[src/rtl/pipe_hazard_ctrl.sv]
// pipe_hazard_ctrl: multi-stage forwarding, load-use stall and redirect flush control for the RV32 pipeline
module pipe_hazard_ctrl #(
  parameter int NUM_FWD_STAGES = 2,
  parameter int LOAD_LAT = 1,
  parameter int FLUSH_SLOTS = 1,
  parameter int REG_ADDR_W = 5,
  parameter int CNT_W = 32,
  localparam int FW = $clog2(NUM_FWD_STAGES + 1)
) (
  input  logic                  clk,
  input  logic                  reset,
  input  logic                  id_valid,
  input  logic [REG_ADDR_W-1:0] id_rs1,
  input  logic [REG_ADDR_W-1:0] id_rs2,
  input  logic                  id_rs1_used,
  input  logic                  id_rs2_used,
  input  logic [REG_ADDR_W-1:0] id_rd,
  input  logic                  id_reg_wr,
  input  logic                  id_mem_read,
  input  logic                  redirect,
  input  logic                  ext_stall,
  output logic [FW-1:0]         fwd_sel_1,
  output logic [FW-1:0]         fwd_sel_2,
  output logic                  stall_if,
  output logic                  flush_id,
  output logic                  issue,
  output logic [CNT_W-1:0]      stall_count
);
  localparam int N = NUM_FWD_STAGES;
  logic [N:1] s_v, s_w, s_ld;
  logic [REG_ADDR_W-1:0] s_rd [1:N];
  logic [2:0] flush_cnt;
  logic lu1, lu2, load_use, flush_active;
  // oldest-to-youngest scan so the youngest matching producer wins
  always_comb begin
    fwd_sel_1 = '0;
    fwd_sel_2 = '0;
    lu1 = 1'b0;
    lu2 = 1'b0;
    for (int k = N; k >= 1; k--) begin
      if (id_rs1_used && id_rs1 != '0 && s_v[k] && s_w[k] && s_rd[k] == id_rs1) begin
        lu1 = s_ld[k] && k <= LOAD_LAT;
        fwd_sel_1 = lu1 ? '0 : FW'(k);
      end
      if (id_rs2_used && id_rs2 != '0 && s_v[k] && s_w[k] && s_rd[k] == id_rs2) begin
        lu2 = s_ld[k] && k <= LOAD_LAT;
        fwd_sel_2 = lu2 ? '0 : FW'(k);
      end
    end
    load_use = lu1 | lu2;
    flush_active = redirect | (flush_cnt != '0);
    issue = id_valid & ~ext_stall & ~load_use & ~flush_active;
    flush_id = flush_active & ~ext_stall;
    stall_if = ext_stall | (load_use & id_valid & ~flush_active);
  end
  always_ff @(posedge clk) begin
    if (reset) begin
      s_v <= '0;
      flush_cnt <= '0;
      stall_count <= '0;
    end else begin
      if (stall_if && !(&stall_count)) stall_count <= stall_count + CNT_W'(1);
      if (!ext_stall) begin
        for (int k = N; k >= 2; k--) begin
          s_v[k] <= s_v[k-1];
          s_w[k] <= s_w[k-1];
          s_ld[k] <= s_ld[k-1];
          s_rd[k] <= s_rd[k-1];
        end
        s_v[1] <= issue;
        s_w[1] <= id_reg_wr;
        s_ld[1] <= id_mem_read;
        s_rd[1] <= id_rd;
        flush_cnt <= redirect ? 3'(FLUSH_SLOTS - 1) : flush_cnt - 3'(flush_cnt != '0);
      end
    end
  end
endmodule

[config.mk]
export PLATFORM = sky130hd
export DESIGN_NAME = pipe_hazard_ctrl
export DESIGN_NICKNAME = d
export VERILOG_FILES = /design/src/rtl/pipe_hazard_ctrl.sv
export SDC_FILE = /design/constraint.sdc
export NUM_CORES = 1
export LEC_CHECK = 0
export ABC_AREA = 0
export CORE_MARGIN = 4
export CORE_UTILIZATION = 49
export DETAILED_ROUTE_END_ITERATION = 6
export GPL_TIMING_DRIVEN = 0
export PLACE_DENSITY = 0.84
export SYNTH_ARGS = -nofsm -noshare
export SYNTH_HDL_FRONTEND = slang
export SYNTH_SLANG_ARGS = --single-unit
export TNS_END_PERCENT = 50
[constraint.sdc]
create_clock -name clk -period 3 [get_ports clk]
set_clock_uncertainty 0.2 [all_clocks]
set_input_delay 0.45 -clock clk [delete_from_list [all_inputs] [get_ports clk]]
set_output_delay 0.45 -clock clk [all_outputs]
set_load 0.01 [all_outputs]
; ---- Word level (Yosys, flattened, before mapping)
; Memories as Yosys holds them, arrays and structs flattened.
; Index checks and enable logic that the tools add are counted.
; W data, S select, Z words.
[op_classes]
muxes = 11
n_reduce_logical = 21
n_bitwise = 13
n_eq_ne = 4
addsub = 2
[ops]
columns = op, count
row1 = $add A32 B1 Y32 const B, 1
row2 = $reduce_and A32 Y1, 1
row3 = $eq A5 B5 Y1, 4
row4 = $logic_and A1 B1 Y1, 15
row5 = $reduce_bool A5 Y1, 2
row6 = $mux W2, 4
row7 = $and A1 B1 Y1, 6
row8 = $mux W1, 6
row9 = $not A1 Y1, 4
row10 = $mux W3, 1
row11 = $or A1 B1 Y1, 3
row12 = $reduce_bool A3 Y1, 1
row13 = $sub A3 B1 Y3, 1
row14 = $reduce_and A2 Y1, 1
row15 = $logic_not A1 Y1, 1
[word_totals]
reg_bits = 40
mem_bits_rw = 10
n_memories = 1
input_bits = 24
[memory_table]
columns = name, depth, width, read_ports, rd_ports_with_merged_regs, wr, line
row1 = s_rd, 2, 5, 2, 0, 2, 31  ; logic [REG_ADDR_W-1:0] s_rd [1:N];

; ---- Logic depth before layout (Yosys ltp)
; Gate-level depths: netlist (run 1).
[logic_depth]
depth_word = 11
mapped_depth = 11

; ---- Worst setup path after synthesis (run 1)
; No wires, ideal clock.
[synth_path]
path_kind = input to register
start = in id_rs1[1]
end = reg stall_count[1]
setup_time_ps = 128
arrival_time_ps = 2231
required_time_ps = 2672
path_stages = 10
n_path_buf = 3
slack_ps = 441
path_cell_list = or4_1 -> o21ai_2 -> nor4_4 -> o2111ai_2 -> and2_4 -> buf_6 -> buf_4 -> buf_6 -> mux2i_1 -> nor2_1
[synth_between]
elab_chain_len = 11
[synth_lines]
columns = element, line
row1 = "start, declared", 13  ; input logic [REG_ADDR_W-1:0] id_rs1,
row2 = $reduce_bool A5 Y1, 41  ; if (id_rs1_used && id_rs1 != '0 && s_v[k] && s_w[k] && s_rd[k] == id_rs1) begin
row3 = $logic_and A1 B1 Y1 (3 in a row), 41
row4 = $logic_and A1 B1 Y1 (*), 41
row5 = $mux W1 (*), 41
row6 = $or A1 B1 Y1 (*), 50  ; load_use = lu1 | lu2;
row7 = $and A1 B1 Y1 (*) (2 in a row), 54  ; stall_if = ext_stall | (load_use & id_valid & ~flush_active);
row8 = $or A1 B1 Y1 (*), 54
row9 = $logic_and A1 B1 Y1 (*), 62  ; if (stall_if && !(&stall_count)) stall_count <= stall_count + CNT_W'(1);
row10 = "end signal, assigned", 62
row11 = "end, declared", 27  ; output logic [CNT_W-1:0] stall_count
; Mark *: on every way between the ends. The rest lies on a longest branch, timed or not.
; A chain may end at the register's enable or synchronous reset.

; ---- Worst setup path after layout (run 1)
[layout_path]
start = in id_rs1[1]
end = out issue
[layout_between]
elab_chain_len = 10
[layout_lines]
columns = element, line
row1 = $reduce_bool A5 Y1, 41
row2 = $logic_and A1 B1 Y1 (3 in a row), 41
row3 = $logic_and A1 B1 Y1 (*), 41
row4 = $mux W1 (*), 41
row5 = $or A1 B1 Y1 (*), 50
row6 = $not A1 Y1 (*), 52  ; issue = id_valid & ~ext_stall & ~load_use & ~flush_active;
row7 = $and A1 B1 Y1 (*) (2 in a row), 52
row8 = "end, declared", 26  ; output logic issue,
; Marks and branches as above.

==> results.md, run 1 <==
* Synth unique cells at 45
* Drt wl/cell at around 17 um
* Syn. warnings at 0
* Cell area after synthesis at approximately 2600 um2
* Busiest layer in global routing: met2
* IO buf count at 62
* Post-synth top area cell: dfxtp_1
* Met1 GRT Util at between 20 and 30%
* Final Util at 69.8%
* Share of layout cells above drive strength 1 at 13.0%
* Reg2reg end: stall_count[28]$_SDFFE_PP0P_
* RSZ-0062 raised after global routing: true
* DRT Pass-1 Iters at 4
* Final Max Tran Viols at 0
* CP peak stage delay at around 0.55 ns
* Post-synthesis sequential area ratio at 43.5%
* Status: complete, but fails checks
* Max-Cap Viols at 0
* Syn Nets at between 300 and 400
* Sw Share at between 20% and 30%
* Clk network pwr share at a little over 30%
* Leakage power at 1.19 nW
* Via count at 2572
* Inserted Diodes at 0
* Clk pin slew, worst setup/hold paths at approximately 0.09 ns
* DRT iter0 DRCs at around 150
* Initial Util at about half
* CTS tree: yes
* Vias per cell at about 6.0
* Clock Sinks at 50
* Largest cells by area after synthesis: dfxtp_1, edfxtp_1, a21oi_1, xnor2_1, or4_1
* Fillcell total at roughly 400
* Worst-path maximum fanout at 3
* Combinational share of power at a little over a tenth
* DRT Wirelength at 7190 um
* Die X-Extent at 80.8 um
* Max_slew headroom at between 20 and 30%
* Fin crit share at 100%
* Setup crit end kind: output port
* Cell count after synthesis at approximately 280
* Placed insts at 409
* Power Internal at slightly above 0.9 mW
* Worst setup path start: id_rs1[1]
* Top Ports at 63
* Pwr dens at 346 nW/um2
* CP startpoint kind: input pin
* Clk root buf: clkbuf_8
* Mapped Avg Cell Area at approximately 9.4 um2
* EDFF count, synth at 13
* Peak Freq at roughly 0.33 GHz
* Finished Cell Area at between 3000 and 4000 um2
* DP Area at about 3300 um2
* R2r setup slk at 0.01 ns
* Net Sw Power at between 0.3 and 0.4 mW
* GRT Total Usage at between 20% and 30%
* Clk_lat worst skew at between 0.3 and 0.4 ns
* Post-synth ARST share at 0%
* Final HPWL DP at 4940 um
* Non-filler cells, final at between 400 and 500
* Gr ovfl total at 0
* Worst Max-Slew Pin Slew at ~1.1 ns
* Height of the die at around 81 um
* Worst hold path type: flip-flop to flip-flop
* Commonest cells in the netlist: dfxtp_1, a21oi_1, nor2_1
* Fin crit period at about 3 ns
* Final nets at between 300 and 400
* Die area at 6530 um2
* Final Hold Viols at 0
* Reg2Reg Depth at 13
* Clk buf depth at 2
* GR Util met2 at between 30 and 40%
* Num CTS Buffers at 5
* Synth top area share at between 20% and 30%
* Total Power at 1.24 mW
* Initial antenna violation count at 0
* Final Setup Violations at 2
* CTS H-tree lvls at 2
* Vias in the first global route at roughly 2500
* Seq pwr share at ~58%
* Worst setup path endpoint: issue
* CP max-delay cell: or4_4
* Setup WS pre-CTS at -0.516 ns
* Worst vdd ir at approximately 0.00028 V
* Crit path arrival time at 2.36 ns
* Drc violations at 0
* #FFs+latches synth at 50
* First-pass GRT wire length at about 11000 um
* M3 GR Usage at about 5.2%
* Failing checks: negative setup slack
* Routed Antenna Nets at 0
* Worst flop-to-flop path startpoint: s_rd[1][0]$_DFFE_PP_
* Synth Flop Type: dfxtp_1
* CP Class: input pin to output port
* Worst EP required at 2.35 ns
* Core area at 5140 um2
* CP Cell Sequence: dlygate4sd2_1, or4_4, o21ai_4, nor4_4, buf_4, or2_2, nand2_1, and2_1, clkbuf_2
* Global placer's final weighted congestion at just under 0.9
* # rows at 26
* Largest net degree at the start of global routing at 15
* Most frequent cell after synthesis: dfxtp_1
* PnR worst setup slack at -0.00999 ns
* Syn-to-layout area delta at 38.0%
==> placed cells by master, fill, tap and decap left out, types with 2 or more instances in the layout <==
master	n
nor2b_1	2
nand3_1	9
inv_1	5
nor2_1	19
and4_1	2
nor4_1	2
a21oi_1	27
or3_1	12
and2_1	3
and3_1	3
o31ai_1	14
clkbuf_8	5
clkdlybuf4s50_1	46
dfxtp_1	37
dlymetal6s2s_1	4
nor3_1	4
buf_1	2
dlygate4sd2_1	10
xor2_1	11
o21ai_0	11
or4_1	14
xnor2_1	15
ha_1	3
a211oi_1	2
o21ai_4	2
buf_4	15
buf_6	3
nor4_4	3
nand4_1	15
or4_4	3
mux2i_1	2
edfxtp_1	13
clkbuf_1	5
nand2_1	16
==> sequential cells by signal, summed over array words and instances, names as in the netlist <==
name	count
flush_cnt	3
s_ld	1
s_rd	10
s_v	2
s_w	2
stall_count	32
==> repair_timing <==
item / CTS / global route
pin swaps: 4 / 9
hold buffers: 0 / 0
buffers inserted: 9 / 6
endpoints found under the setup margin: 10 / 32
hold endpoints to repair: 0 / 0
resized for setup: 17 / 18
==> metrics by stage <==
step / hold WS (ns) / setup TNS, ns
detailed placement: 0.256 / -8.24
CTS: 0.278 / -0.309
global placement: 0.252 / -6.24
finish: 0.281 / -0.0122
floorplan: 0.227 / 0
global route: 0.304 / -0.485
==> layer usage <==
layer  vias up  wire (um)
li1       1215          -
met1      1235       3000
met2       100       3570
met3        22        427
met4         0        193
met5         -          0
==> layout make-up <==
| cell class | instances | area [um2] | area share (%) |
|---|---|---|---|
| inverter | 5 | 18.8 | 0.523 |
| timing repair buffer | 77 | 726 | 20.2 |
| multi-input combinational | 211 | 1470 | 40.9 |
| buffer | 11 | 76.3 | 2.13 |
| clock buffer | 6 | 72.6 | 2.02 |
| tap | 70 | 87.6 | 2.44 |
| clock inverter | 2 | 8.76 | 0.244 |
| sequential | 50 | 1130 | 31.5 |
==> worst min-delay path by stage <==
stage                      from          endpoint  slack (ns)  depth (start not counted)
6_report       s_w[1]$_DFFE_PP_  s_w[2]$_DFFE_PP_        0.28                          0
5_1_grt        s_w[1]$_DFFE_PP_  s_w[2]$_DFFE_PP_        0.30                          0
4_1_cts        s_w[1]$_DFFE_PP_  s_w[2]$_DFFE_PP_        0.28                          0
3_5_place_dp   s_w[1]$_DFFE_PP_  s_w[2]$_DFFE_PP_        0.26                          0
3_3_place_gp   s_w[1]$_DFFE_PP_  s_w[2]$_DFFE_PP_        0.25                          0
2_1_floorplan  s_w[1]$_DFFE_PP_  s_w[2]$_DFFE_PP_        0.23                          0
==> power groups by stage <==
stage          registers [mW]  logic, mW  clock network (mW)
2_1_floorplan           0.733     0.0595                   0
3_3_place_gp            0.735      0.120                   0
3_5_place_dp            0.736      0.124                   0
4_1_cts                 0.720      0.126               0.386
5_1_grt                 0.723      0.141               0.421
6_report                0.721      0.133               0.388
==> kinds of logic (layout without fill, tap and decap cells) <==
kind of cell | count (synthesis) | count (layout) | synth area share (%)
flip-flops | 50 | 50 | 43.5
AND/OR/NAND/NOR | 116 | 116 | 26.5
AO/OA/AOI/OAI | 63 | 63 | 15.2
multiplexers | 3 | 3 | 1.20
adder cells (fa/ha/maj) | 3 | 3 | 1.44
XOR/XNOR | 26 | 26 | 8.76
buffers and inverters | 16 | 101 | 3.37
==> critical path, delay by kind of cell <==
family	cells	cell delay [ns]
buffers and inverters	3	0.53
and+or+nand+nor	5	1.20
AOI/OAI and AO/OA	1	0.17
No activity file was read; power rests on OpenSTA's default activity.
==> run 2, diff against run 1 <==
- CELL_PAD_IN_SITES_DETAIL_PLACEMENT: not set -> 0
- CELL_PAD_IN_SITES_GLOBAL_PLACEMENT: not set -> 1
- CORE_UTILIZATION: 49 -> 37
- TNS_END_PERCENT: 50 -> 10
==> run 2 against run 1 <==
The run now ends clean. Total power fell by 0.17%. Non-clock buffer count fell by 13. Sequential share of layout area rose by 0.84 points. Register-to-register slack improved by 0.17 ns. Wire length fell by 6.6%. Via count fell by 8.1%. Die area rose by 29%. Global-route usage fell by 5.8 points. Core utilization fell by 18 points. Worst hold slack got worse by 0.012 ns. Count of clock-buffer cells in the layout fell by 1. Worst setup slack improved by 0.078 ns.
==> results.md, run 2 (synthesized netlist as in run 1, its figures left out) <==
* Setup crit end kind: output port
* Status: complete, no violations
* Total Power at 1.24 mW (-0.17%)
* Leakage power at 1.12 nW (-5.6%)
* CP Class: input pin to output port
* Die area at 8430 um2 (+29%)
* CP Cell Sequence: dlygate4sd2_1, or4_4, o21ai_4, nor4_4, or2_4, nand2_1, and2_1, clkdlybuf4s15_2
* Worst hold path type: flip-flop to flip-flop
* Clk network pwr share at 32.0% (+0.8 points)
* Vias per cell at 5.31 (-11%)
* Max-Cap Viols at 0 (unchanged)
* Core area at 6790 um2 (+32%)
* Finished Cell Area at 3500 um2 (-2.5%)
* Commonest non-fill, non-tap cell in the layout: clkdlybuf4s50_1
* Power Internal at 0.931 mW (about the same)
* Drt wl/cell at 15.1 um (-9.3%)
* Global placer's final weighted congestion at 0.855 (-1.8%)
* Top Ports at 63 (unchanged)
* CP peak stage delay at 0.56 ns (about the same)
* Sw Share at 24.9% (-0.10 points)
* CP max-delay cell: or4_4
* Via count at 2363 (-8.1%)
* Clk buf depth at 2 (unchanged)
* Gr ovfl total at 0 (unchanged)
* Max_slew headroom at 31.3% (+3.3 points)
* Setup TNS Final at 0 ns (+0.0122 ns)
* Routed Antenna Nets at 0 (unchanged)
* WP buf/inv at 2 (-1)
* Largest regs: stall_count: 32 flops, s_rd: 10 flops, flush_cnt: 3 flops
* Share of layout cells above drive strength 1 at 9.17% (-3.8 points)
* Fin crit share at 97.7% (-2.6 points)
* GRT Total Usage at 16.1% (-5.8 points)
* Commonest non-fill, non-tap cells in the layout: clkdlybuf4s50_1, dfxtp_1, a21oi_1, nor2_1
* Final Max Tran Viols at 0 (unchanged)
* Initial Util at 38.3% (-12 points)
* Setup WS pre-CTS at -0.578 ns (-0.0619 ns)
* DP Area at 3340 um2 (+0.98%)
* Worst-path maximum fanout at 5 (+2)
* Worst EP required at 2.35 ns (about the same)
* Clk_lat worst skew at 0.30 ns (about the same)
* Final HPWL DP at 5050 um (+2.2%)
* Initial antenna violation count at 0 (unchanged)
* Final Hold Viols at 0 (unchanged)
* Worst hold margin at 0.269 ns (-0.0121 ns)
* Syn-to-layout area delta at 34.6%
* Pwr dens at 354 nW/um2 (+2.4%)
* DRT iter0 DRCs at 95 (-37%)
* Fin crit period at 2.93 ns (-0.0781 ns)
* Net Sw Power at 0.309 mW (-0.59%)
* Largest net degree at the start of global routing at 17 (+2)
* Vias in the first global route at 2205 (-13%)
* Num CTS Buffers at 5 (unchanged)
* Final Setup Violations at 0 (-2)
* Clk root buf: clkbuf_8
* Peak Freq at 0.341 GHz (+2.7%)
* Height of the die at 91.8 um (+14%)
* CTS tree: yes
* Delay-heaviest family, CP: simple AND/OR/NAND/NOR gates
* Die X-Extent at 91.8 um (+14%)
* Drc violations at 0 (unchanged)
* Clock Sinks at 50 (unchanged)
* DRT Wirelength at 6720 um (-6.6%)
* Largest Register: stall_count
* # rows at 30 (+15%)
* Combinational share of power at 9.8% (-0.9 points)
* Max FFs per register at 32 (unchanged)
* Crit path arrival time at 2.28 ns (-0.08 ns)
* First-pass GRT wire length at 11100 um (-2.2%)
* Seq pwr share at 58.1% (about the same)
* Final nets at 375 (-3.4%)
* Cts hold-fix bufs at 0 (unchanged)
* Worst vdd ir at 0.000162 V (-43%)
* Worst Max-Slew Pin Slew at 1.03 ns (-0.0496 ns)
* CP startpoint kind: input pin
* Inserted Diodes at 0 (unchanged)
* Clk pin slew, worst setup/hold paths at 0.09 ns (about the same)
* IO buf count at 62 (unchanged)
* PnR worst setup slack at 0.0681 ns (+0.0781 ns)
* DRT Pass-1 Iters at 4 (unchanged)
* CTS H-tree lvls at 2 (unchanged)
==> run 2: final timing paths <==
check                                    start                          end  slack [ns]  depth (start not counted)
setup / recovery                     id_rs1[1]                        issue        0.07                          8
hold / removal                s_w[1]$_DFFE_PP_             s_w[2]$_DFFE_PP_        0.27                          0
setup reg to reg  stall_count[19]$_SDFFE_PP0P_  stall_count[1]$_SDFFE_PP0P_        0.18                         10
hold reg to reg               s_w[1]$_DFFE_PP_             s_w[2]$_DFFE_PP_        0.27                          0
==> run 2: power groups by stage <==
stage	registers, mW	clock network, mW	logic [mW]
finish	0.721	0.397	0.122
global route	0.724	0.440	0.133
CTS	0.721	0.410	0.123
detailed placement	0.736	0	0.124
global placement	0.736	0	0.121
floorplan	0.733	0	0.0595
==> run 2: repair_timing <==
item	CTS	global route
pin swaps	5	3
resized for setup	19	8
endpoints found under the hold margin	0	0
setup endpoints to repair	28	24
buffers inserted	2	0
==> run 2: area by class of cell <==
class | instances | area, um2
fillers | 638 | 3300
repair buffers | 64 | 631
plain buffers | 11 | 68.8
inverters | 5 | 18.8
clock buffers | 5 | 68.8
well taps | 96 | 120
clock inverters | 3 | 21.3
flip-flops and latches | 50 | 1130
multi-input cells | 211 | 1440
==> run 2: routing by layer <==
layer	vias up	global-route usage, %	share of wire, %
li1	1191	-	-
met1	1127	22.2	47
met2	41	26.2	49
met3	4	2.95	3.1
met4	0	4.08	0.95
met5	-	0	0
==> run 2: stage by stage <==
step	utilization, %	cells
global route	51.5	445
detailed placement	49.2	435
finish	51.5	445
CTS	50.9	445
global placement	49.2	435
floorplan	-	277
==> run 3, diff against run 2 <==
- GPL_ROUTABILITY_DRIVEN: not set -> 1
==> results of run 3 <==
Final layout, timing and power as in run 2 (identical DEF).
